$ cat config.mk
export PLATFORM = sky130hd
export DESIGN_NAME = light_mgr_ctrl
export DESIGN_NICKNAME = d
export VERILOG_FILES = /design/src/rtl/light_mgr_pkg.sv /design/src/rtl/light_upd_issuer.sv /design/src/rtl/light_mgr_ctrl.sv
export SDC_FILE = /design/constraint.sdc
export NUM_CORES = 1
export LEC_CHECK = 0
export CAP_MARGIN = 0
export CORE_ASPECT_RATIO = 1.2
export CORE_MARGIN = 3
export CORE_UTILIZATION = 35
export CTS_BUF_LIST = sky130_fd_sc_hd__clkbuf_4
export CTS_CLUSTER_SIZE = 28
export DETAILED_ROUTE_END_ITERATION = 16
export PLACE_DENSITY_LB_ADDON = 0.3
export SYNTH_ARGS = -nofsm -noshare
export SYNTH_HDL_FRONTEND = slang
export SYNTH_SLANG_ARGS = --single-unit
$ cat constraint.sdc
create_clock -name clk_i -period 5.3 [get_ports clk_i]
set_input_delay 1.59 -clock clk_i [delete_from_list [all_inputs] [get_ports clk_i]]
set_output_delay 1.59 -clock clk_i [all_outputs]
set_load 0.02 [all_outputs]
$ cat src/rtl/light_mgr_pkg.sv
// Shared definitions for the light manager controller.
//   mode_e          : UI mode encoding (SELECT / ADJUST), also the FSM state.
//   DEF_NUM_CH      : default number of light channels.
//   DEF_LEVEL_W     : default brightness level width.
//   timeout_ticks() : clock cycles in an idle-timeout window.
package light_mgr_pkg;

  typedef enum logic {
    MODE_SELECT = 1'b0,
    MODE_ADJUST = 1'b1
  } mode_e;

  localparam int DEF_NUM_CH  = 4;
  localparam int DEF_LEVEL_W = 8;

  // Cycles per timeout window. 64-bit so large frequency * time products
  // cannot overflow.
  function automatic longint timeout_ticks(input int freq_mhz, input int ms);
    return longint'(freq_mhz) * 64'd1000 * longint'(ms);
  endfunction

endpackage

$ cat src/rtl/light_upd_issuer.sv
// Update issuer: tracks which channels hold levels the PWM bank has not yet
// seen, and streams them out one at a time over a valid/ready channel.
//   clk_i, rst_n_i : clock, async active-low reset
//   levels_i       : all channel levels, channel k at [k*LEVEL_W +: LEVEL_W]
//   set_i, set_ch_i: mark channel set_ch_i dirty this cycle
//   upd_valid_o    : payload valid
//   upd_ready_i    : consumer accepts the payload
//   upd_ch_o       : channel of the payload
//   upd_level_o    : level of the payload
//
// Handshake: a transfer happens on a clock edge where upd_valid_o and
// upd_ready_i are both high. While upd_valid_o is high and upd_ready_i is
// low, upd_valid_o, upd_ch_o and upd_level_o do not change.
module light_upd_issuer
  import light_mgr_pkg::*;
#(
  parameter int NUM_CH  = DEF_NUM_CH,
  parameter int LEVEL_W = DEF_LEVEL_W,
  localparam int CH_W   = $clog2(NUM_CH)
) (
  input  logic                      clk_i,
  input  logic                      rst_n_i,
  input  logic [NUM_CH*LEVEL_W-1:0] levels_i,
  input  logic                      set_i,
  input  logic [CH_W-1:0]           set_ch_i,
  output logic                      upd_valid_o,
  input  logic                      upd_ready_i,
  output logic [CH_W-1:0]           upd_ch_o,
  output logic [LEVEL_W-1:0]        upd_level_o
);

  logic [NUM_CH-1:0]  dirty_q, dirty_d, clr_mask, set_mask;
  logic               load, found;
  logic [CH_W-1:0]    pick;
  logic [LEVEL_W-1:0] pick_level;

  assign load = !upd_valid_o || upd_ready_i;

  // Lowest-index dirty channel wins: scan downwards so the last hit is lowest.
  always_comb begin
    found      = 1'b0;
    pick       = '0;
    pick_level = '0;
    for (int k = NUM_CH - 1; k >= 0; k--) begin
      if (dirty_q[k]) begin
        found      = 1'b1;
        pick       = CH_W'(k);
        pick_level = levels_i[k*LEVEL_W +: LEVEL_W];
      end
    end
  end

  // A set on the same edge as the clear wins, so a value that changed while
  // it was being latched is reissued.
  always_comb begin
    clr_mask = '0;
    set_mask = '0;
    if (load && found) clr_mask = NUM_CH'(1) << pick;
    if (set_i)         set_mask = NUM_CH'(1) << set_ch_i;
    dirty_d = (dirty_q & ~clr_mask) | set_mask;
  end

  always_ff @(posedge clk_i or negedge rst_n_i) begin
    if (!rst_n_i) begin
      dirty_q     <= '1;
      upd_valid_o <= 1'b0;
      upd_ch_o    <= '0;
      upd_level_o <= '0;
    end else begin
      dirty_q <= dirty_d;
      if (load) begin
        upd_valid_o <= found;
        if (found) begin
          upd_ch_o    <= pick;
          upd_level_o <= pick_level;
        end
      end
    end
  end

endmodule

$ cat src/rtl/light_mgr_ctrl.sv
// Light manager controller: two-mode UI (channel select / level adjust)
// driven by rotary-encoder pulses and a button, holding NUM_CH brightness
// registers and streaming level changes to the PWM bank.
//   clk_i, rst_n_i          : clock, async active-low reset
//   left_i, right_i, btn_i  : one-cycle event pulses
//   mode_o                  : 0 = SELECT, 1 = ADJUST (FSM state)
//   ch_sel_o                : selected channel
//   levels_o                : all levels, channel k at [k*LEVEL_W +: LEVEL_W]
//   upd_valid_o/upd_ready_i : update handshake, transfer when both high
//   upd_ch_o, upd_level_o   : update payload, stable while stalled
module light_mgr_ctrl
  import light_mgr_pkg::*;
#(
  parameter int CLOCK_FREQ_MHZ = 100,
  parameter int TIMEOUT_MS     = 5000,
  parameter int NUM_CH         = DEF_NUM_CH,
  parameter int LEVEL_W        = DEF_LEVEL_W,
  parameter int STEP           = 8,
  parameter int INIT_LEVEL     = 0,
  localparam int CH_W          = $clog2(NUM_CH)
) (
  input  logic                      clk_i,
  input  logic                      rst_n_i,
  input  logic                      left_i,
  input  logic                      right_i,
  input  logic                      btn_i,
  output logic                      mode_o,
  output logic [CH_W-1:0]           ch_sel_o,
  output logic [NUM_CH*LEVEL_W-1:0] levels_o,
  output logic                      upd_valid_o,
  input  logic                      upd_ready_i,
  output logic [CH_W-1:0]           upd_ch_o,
  output logic [LEVEL_W-1:0]        upd_level_o
);

  localparam longint TICKS = timeout_ticks(CLOCK_FREQ_MHZ, TIMEOUT_MS);
  localparam bit     TO_EN = (TIMEOUT_MS != 0);
  localparam int     CNT_W = (TICKS > 1) ? $clog2(TICKS) : 1;
  localparam logic [LEVEL_W:0] STEP_X  = (LEVEL_W+1)'(STEP);
  localparam logic [LEVEL_W:0] LVL_MAX = {1'b0, {LEVEL_W{1'b1}}};

  // Button has priority; left+right together cancel out.
  logic ev_btn, ev_left, ev_right, any_ev;
  assign ev_btn   = btn_i;
  assign ev_right = !btn_i && right_i && !left_i;
  assign ev_left  = !btn_i && left_i && !right_i;
  assign any_ev   = ev_btn || ev_left || ev_right;

  mode_e             mode_q, mode_d;
  logic [CNT_W-1:0]  cnt_q;
  logic              timeout_hit;
  logic [CH_W-1:0]   ch_sel_q;
  logic [LEVEL_W-1:0] level_q [NUM_CH];

  assign timeout_hit = TO_EN && (mode_q == MODE_ADJUST) &&
                       (cnt_q == CNT_W'(TICKS - 64'd1));

  // ---------------- mode FSM ----------------
  always_ff @(posedge clk_i or negedge rst_n_i) begin
    if (!rst_n_i) mode_q <= MODE_SELECT;
    else          mode_q <= mode_d;
  end

  // An event in the same cycle as the timeout counts as activity.
  always_comb begin
    mode_d = mode_q;
    case (mode_q)
      MODE_SELECT: if (ev_btn) mode_d = MODE_ADJUST;
      MODE_ADJUST: if (ev_btn || (timeout_hit && !any_ev)) mode_d = MODE_SELECT;
      default:     mode_d = MODE_SELECT;
    endcase
  end

  always_comb begin
    mode_o = mode_q;
  end

  // ---------------- idle timeout counter ----------------
  always_ff @(posedge clk_i or negedge rst_n_i) begin
    if (!rst_n_i)
      cnt_q <= '0;
    else if (mode_q == MODE_SELECT || any_ev || timeout_hit)
      cnt_q <= '0;
    else
      cnt_q <= cnt_q + CNT_W'(1);
  end

  // ---------------- channel select ----------------
  always_ff @(posedge clk_i or negedge rst_n_i) begin
    if (!rst_n_i) begin
      ch_sel_q <= '0;
    end else if (mode_q == MODE_SELECT) begin
      if (ev_right)
        ch_sel_q <= (ch_sel_q == CH_W'(NUM_CH - 1)) ? '0 : ch_sel_q + CH_W'(1);
      else if (ev_left)
        ch_sel_q <= (ch_sel_q == '0) ? CH_W'(NUM_CH - 1) : ch_sel_q - CH_W'(1);
    end
  end

  assign ch_sel_o = ch_sel_q;

  // ---------------- level adjust ----------------
  // Saturating arithmetic in LEVEL_W+1 bits so neither end wraps.
  logic [LEVEL_W:0]   cur_x, sum_x;
  logic [LEVEL_W-1:0] cur, new_level;
  logic               lvl_chg;

  always_comb begin
    cur   = level_q[ch_sel_q];
    cur_x = {1'b0, cur};
    sum_x = cur_x + STEP_X;
    if (ev_right)
      new_level = (sum_x > LVL_MAX) ? LVL_MAX[LEVEL_W-1:0] : sum_x[LEVEL_W-1:0];
    else if (cur_x < STEP_X)
      new_level = '0;
    else
      new_level = cur - STEP_X[LEVEL_W-1:0];
    // Saturated no-ops do not count as changes.
    lvl_chg = (mode_q == MODE_ADJUST) && (ev_right || ev_left) && (new_level != cur);
  end

  always_ff @(posedge clk_i or negedge rst_n_i) begin
    if (!rst_n_i) begin
      for (int k = 0; k < NUM_CH; k++) level_q[k] <= LEVEL_W'(INIT_LEVEL);
    end else if (lvl_chg) begin
      level_q[ch_sel_q] <= new_level;
    end
  end

  for (genvar k = 0; k < NUM_CH; k++) begin : g_pack
    assign levels_o[k*LEVEL_W +: LEVEL_W] = level_q[k];
  end

  // ---------------- update issuer ----------------
  light_upd_issuer #(
    .NUM_CH  (NUM_CH),
    .LEVEL_W (LEVEL_W)
  ) u_issuer (
    .clk_i       (clk_i),
    .rst_n_i     (rst_n_i),
    .levels_i    (levels_o),
    .set_i       (lvl_chg),
    .set_ch_i    (ch_sel_q),
    .upd_valid_o (upd_valid_o),
    .upd_ready_i (upd_ready_i),
    .upd_ch_o    (upd_ch_o),
    .upd_level_o (upd_level_o)
  );

endmodule

==> results.md <==
- Status: finished, final reports clean
- GP Congestion: a little under 0.9
- Worst reg-to-reg path cell count: 8
- RSZ-0062 raised after global routing: false
- Die Wd: 107.6 um
- Post-synthesis sequential area ratio: 0.4571
- Max cap viols: 0
- CP endpoint: levels_o[25]
- Worst path depth: 8
- Share of cells above drive strength 1: 0.1590
- Effective utilization at floorplan: 0.3663
- DRT antenna net count: 0
- # IOs: 52
- Post-cts sizing count: 0
- CP Max Fanout: 9
- Final min period: roughly 4.2 ns
- DR vias: between 3k and 4k
- Global-route wire length before repair: 17.65 mm
- Area of the core: ~0.012 mm^2
- Slowest CP cell: o311ai_4
- Worst-margin pin slew: a little over 1 ns
- Clk Latency, worst-skew pair: between 0.4 and 0.5 ns
- P per Cell Area: a little under 500 mW/mm^2
- Commonest non-fill, non-tap cells in the layout: dfrtp_1, clkdlybuf4s50_1, nor2_1
- Dpl hpwl: ~7.8 mm
- Number of fill cells: ~1.1k
- Peak supply drop: ~0.00025 V
- WP buf/inv: 1
- Flop2flop setup slack: 1.21 ns
- Fin crit share: 0.8015
- Fin. Hold Viols: 0
- Grt total ovfl: 0
- Hold-fix buffers, CTS: 0
- Final nets: ~470
- Area occupied by multi-input gates: between 0.002 and 0.0025 mm^2
- Postcts setup bufs: 0
- DR vias/cell: approximately 5.4
- GRT Total Usage: 0.1641
- Post-synth ARST share: 1.000
- FF+latch area: between 0.0015 and 0.002 mm^2
- Clk root buf: clkbuf_4
- H-tree levels: 3
- Worst reg2reg endpoint: levels_o[25]
- Cell Chain, Critical Path: clkdlybuf4s50_1, nor3b_1, or4_1, or3_1, nor4_4, a31oi_4, o311ai_4, mux2_2
- F_max: 0.2354 GHz
- Number of global-route vias before repair: roughly 3.3k
- Port Buffer Count: 51
- Worst Path Arrival: between 4 and 5 ns
- Max Clock Skew: ~0.019 ns
- Critical path required time: 5.63 ns
- ANT cells: 0
- Post-synth EDFFs: 0
- Crit Path Category: in2reg
- CP endpoint kind: flop
- Finish-stage setup viols: 0
- Residual DRC: 0
- Largest stage delay on the critical path: 0.63 ns
- Syn Inst Count: approximately 400
- Critical path launch point type: input port
- Worst Hold Launch: u_issuer.upd_ch_o[0]
- Synthesized area: approximately 0.0043 mm^2
- CTS Buf Count: 9
- Area grow syn2layout: 18.70%
- Post-synth top flop: dfrtp_1
- Clk slew on worst S/H paths: between 0.1 and 0.15 ns
- Die height: between 100 and 150 um
- LEAKAGE: between 2 and 2.5 nW
- Post-Route WL: about 11 mm
- Crit path launch: btn_i
- DIE AREA: 0.01376 mm^2
- Largest net degree at the start of global routing: 80
- HP Class: reg2reg
- Iter 0 DRT Violations: 135
- # rows: 43
- Rel. slew slack: 0.3046
- RR Startpoint: ch_sel_o[0]
- Initial antenna violation count: 0
- Total Power: around 2.5 mW
- Max Slew Vio Count: 0
- Syn nets: 418
- Setup_tns: 0 ns
- TritonCTS clock tree: done
- Ys Warns: 0
- FF+latch count, synth: between 70 and 80
- Crit path max-delay family: simple AND/OR/NAND/NOR gates
- Post-synth cell types: 55
- Most common cell after layout, fill and taps aside: dfrtp_1
- Drt wl/cell: about 18 um
- Syn Area/Cell: between 10 and 15 um^2
- Max Buffers Root-to-Sink: 2
- Number of sinks on the clock net: just under 80
- DR pass1 iterations: 4
## state kept, by name, summed over array words and instances (netlist names)
| register | flops |
|---|---|
| u_issuer.upd_ch_o | 2 |
| ch_sel_o | 2 |
| mode_o | 1 |
| levels_o | 32 |
| u_issuer.upd_level_o | 8 |
| u_issuer.dirty_q | 4 |
| u_issuer.upd_valid_o | 1 |
| cnt_q | 29 |
## Yosys cell counts, types with 9 or more instances
library cell	instances	share of area
dfrtp_1	75	0.43
nand3_1	13	0.015
clkbuf_1	13	0.011
xor2_1	19	0.038
o22ai_1	9	0.013
mux2_2	30	0.078
nand2_1	39	0.034
nor2_1	40	0.035
xnor2_1	13	0.026
nand4_1	9	0.013
inv_1	10	0.0087
a21oi_1	12	0.014
o21ai_0	9	0.010
## report_power, final
part	leakage [nW]	internal [mW]	switching [mW]
registers	1.07	0.709	0.114
clock network	0.0711	0.155	0.220
logic	1.00	0.537	0.786
total	2.14	1.40	1.12
## worst min-delay path, delay by kind of cell, from the launching register on
| family | cells | cell delay [ns] |
|---|---|---|
| AOI/OAI and AO/OA | 1 | 0.06 |
| and+or+nand+nor | 1 | 0.04 |
| DFF | 1 | 0.37 |
## stage by stage
step | instance area, um^2 | instances | hold slack, ns | util | setup slack, ns
after floorplan | 4335 | 404 | 0.4549 | - | 1.328
after global placement | 5006 | 600 | 0.4607 | 0.4229 | 0.6257
after detailed placement | 5006 | 600 | 0.4690 | 0.4229 | 0.5855
after CTS | 5146 | 616 | 0.4937 | 0.4348 | 1.078
after global routing | 5146 | 616 | 0.5274 | 0.4348 | 0.9537
final | 5146 | 616 | 0.4919 | 0.4348 | 1.052
## how the worst min path moves through the flow
stage | endpoint | slack [ns] | depth (start not counted)
4_1_cts | u_issuer.dirty_q[3] | 0.49 | 2
6_report | u_issuer.upd_ch_o[0] | 0.49 | 2
3_5_place_dp | u_issuer.upd_ch_o[0] | 0.47 | 2
2_1_floorplan | cnt_q[0] | 0.45 | 1
3_3_place_gp | u_issuer.upd_level_o[6] | 0.46 | 2
5_1_grt | u_issuer.upd_ch_o[0] | 0.53 | 2
## metal layers
metal	GRT usage	routed length [um]
met2	0.2870	5587
met3	0.03476	609
met1	0.1986	4419
met4	0.05869	186
met5	0	0
## logic make-up after synthesis
logic type | share of synthesized area
buf+inv | 0.02684
fa+ha+maj | 0.02309
xor+xnor | 0.06465
flops | 0.4571
mux | 0.1339
simple gates | 0.1639
compound gates | 0.1304
## cell type report
cell class	count	area share
multi-input cells	297	0.4347
repair buffers	57	0.1075
inverters	10	0.007294
clock inverters	5	0.01118
flip-flops and latches	79	0.3851
well taps	157	0.03817
clock buffers	11	0.01605
(Power assumes the default switching activity.)
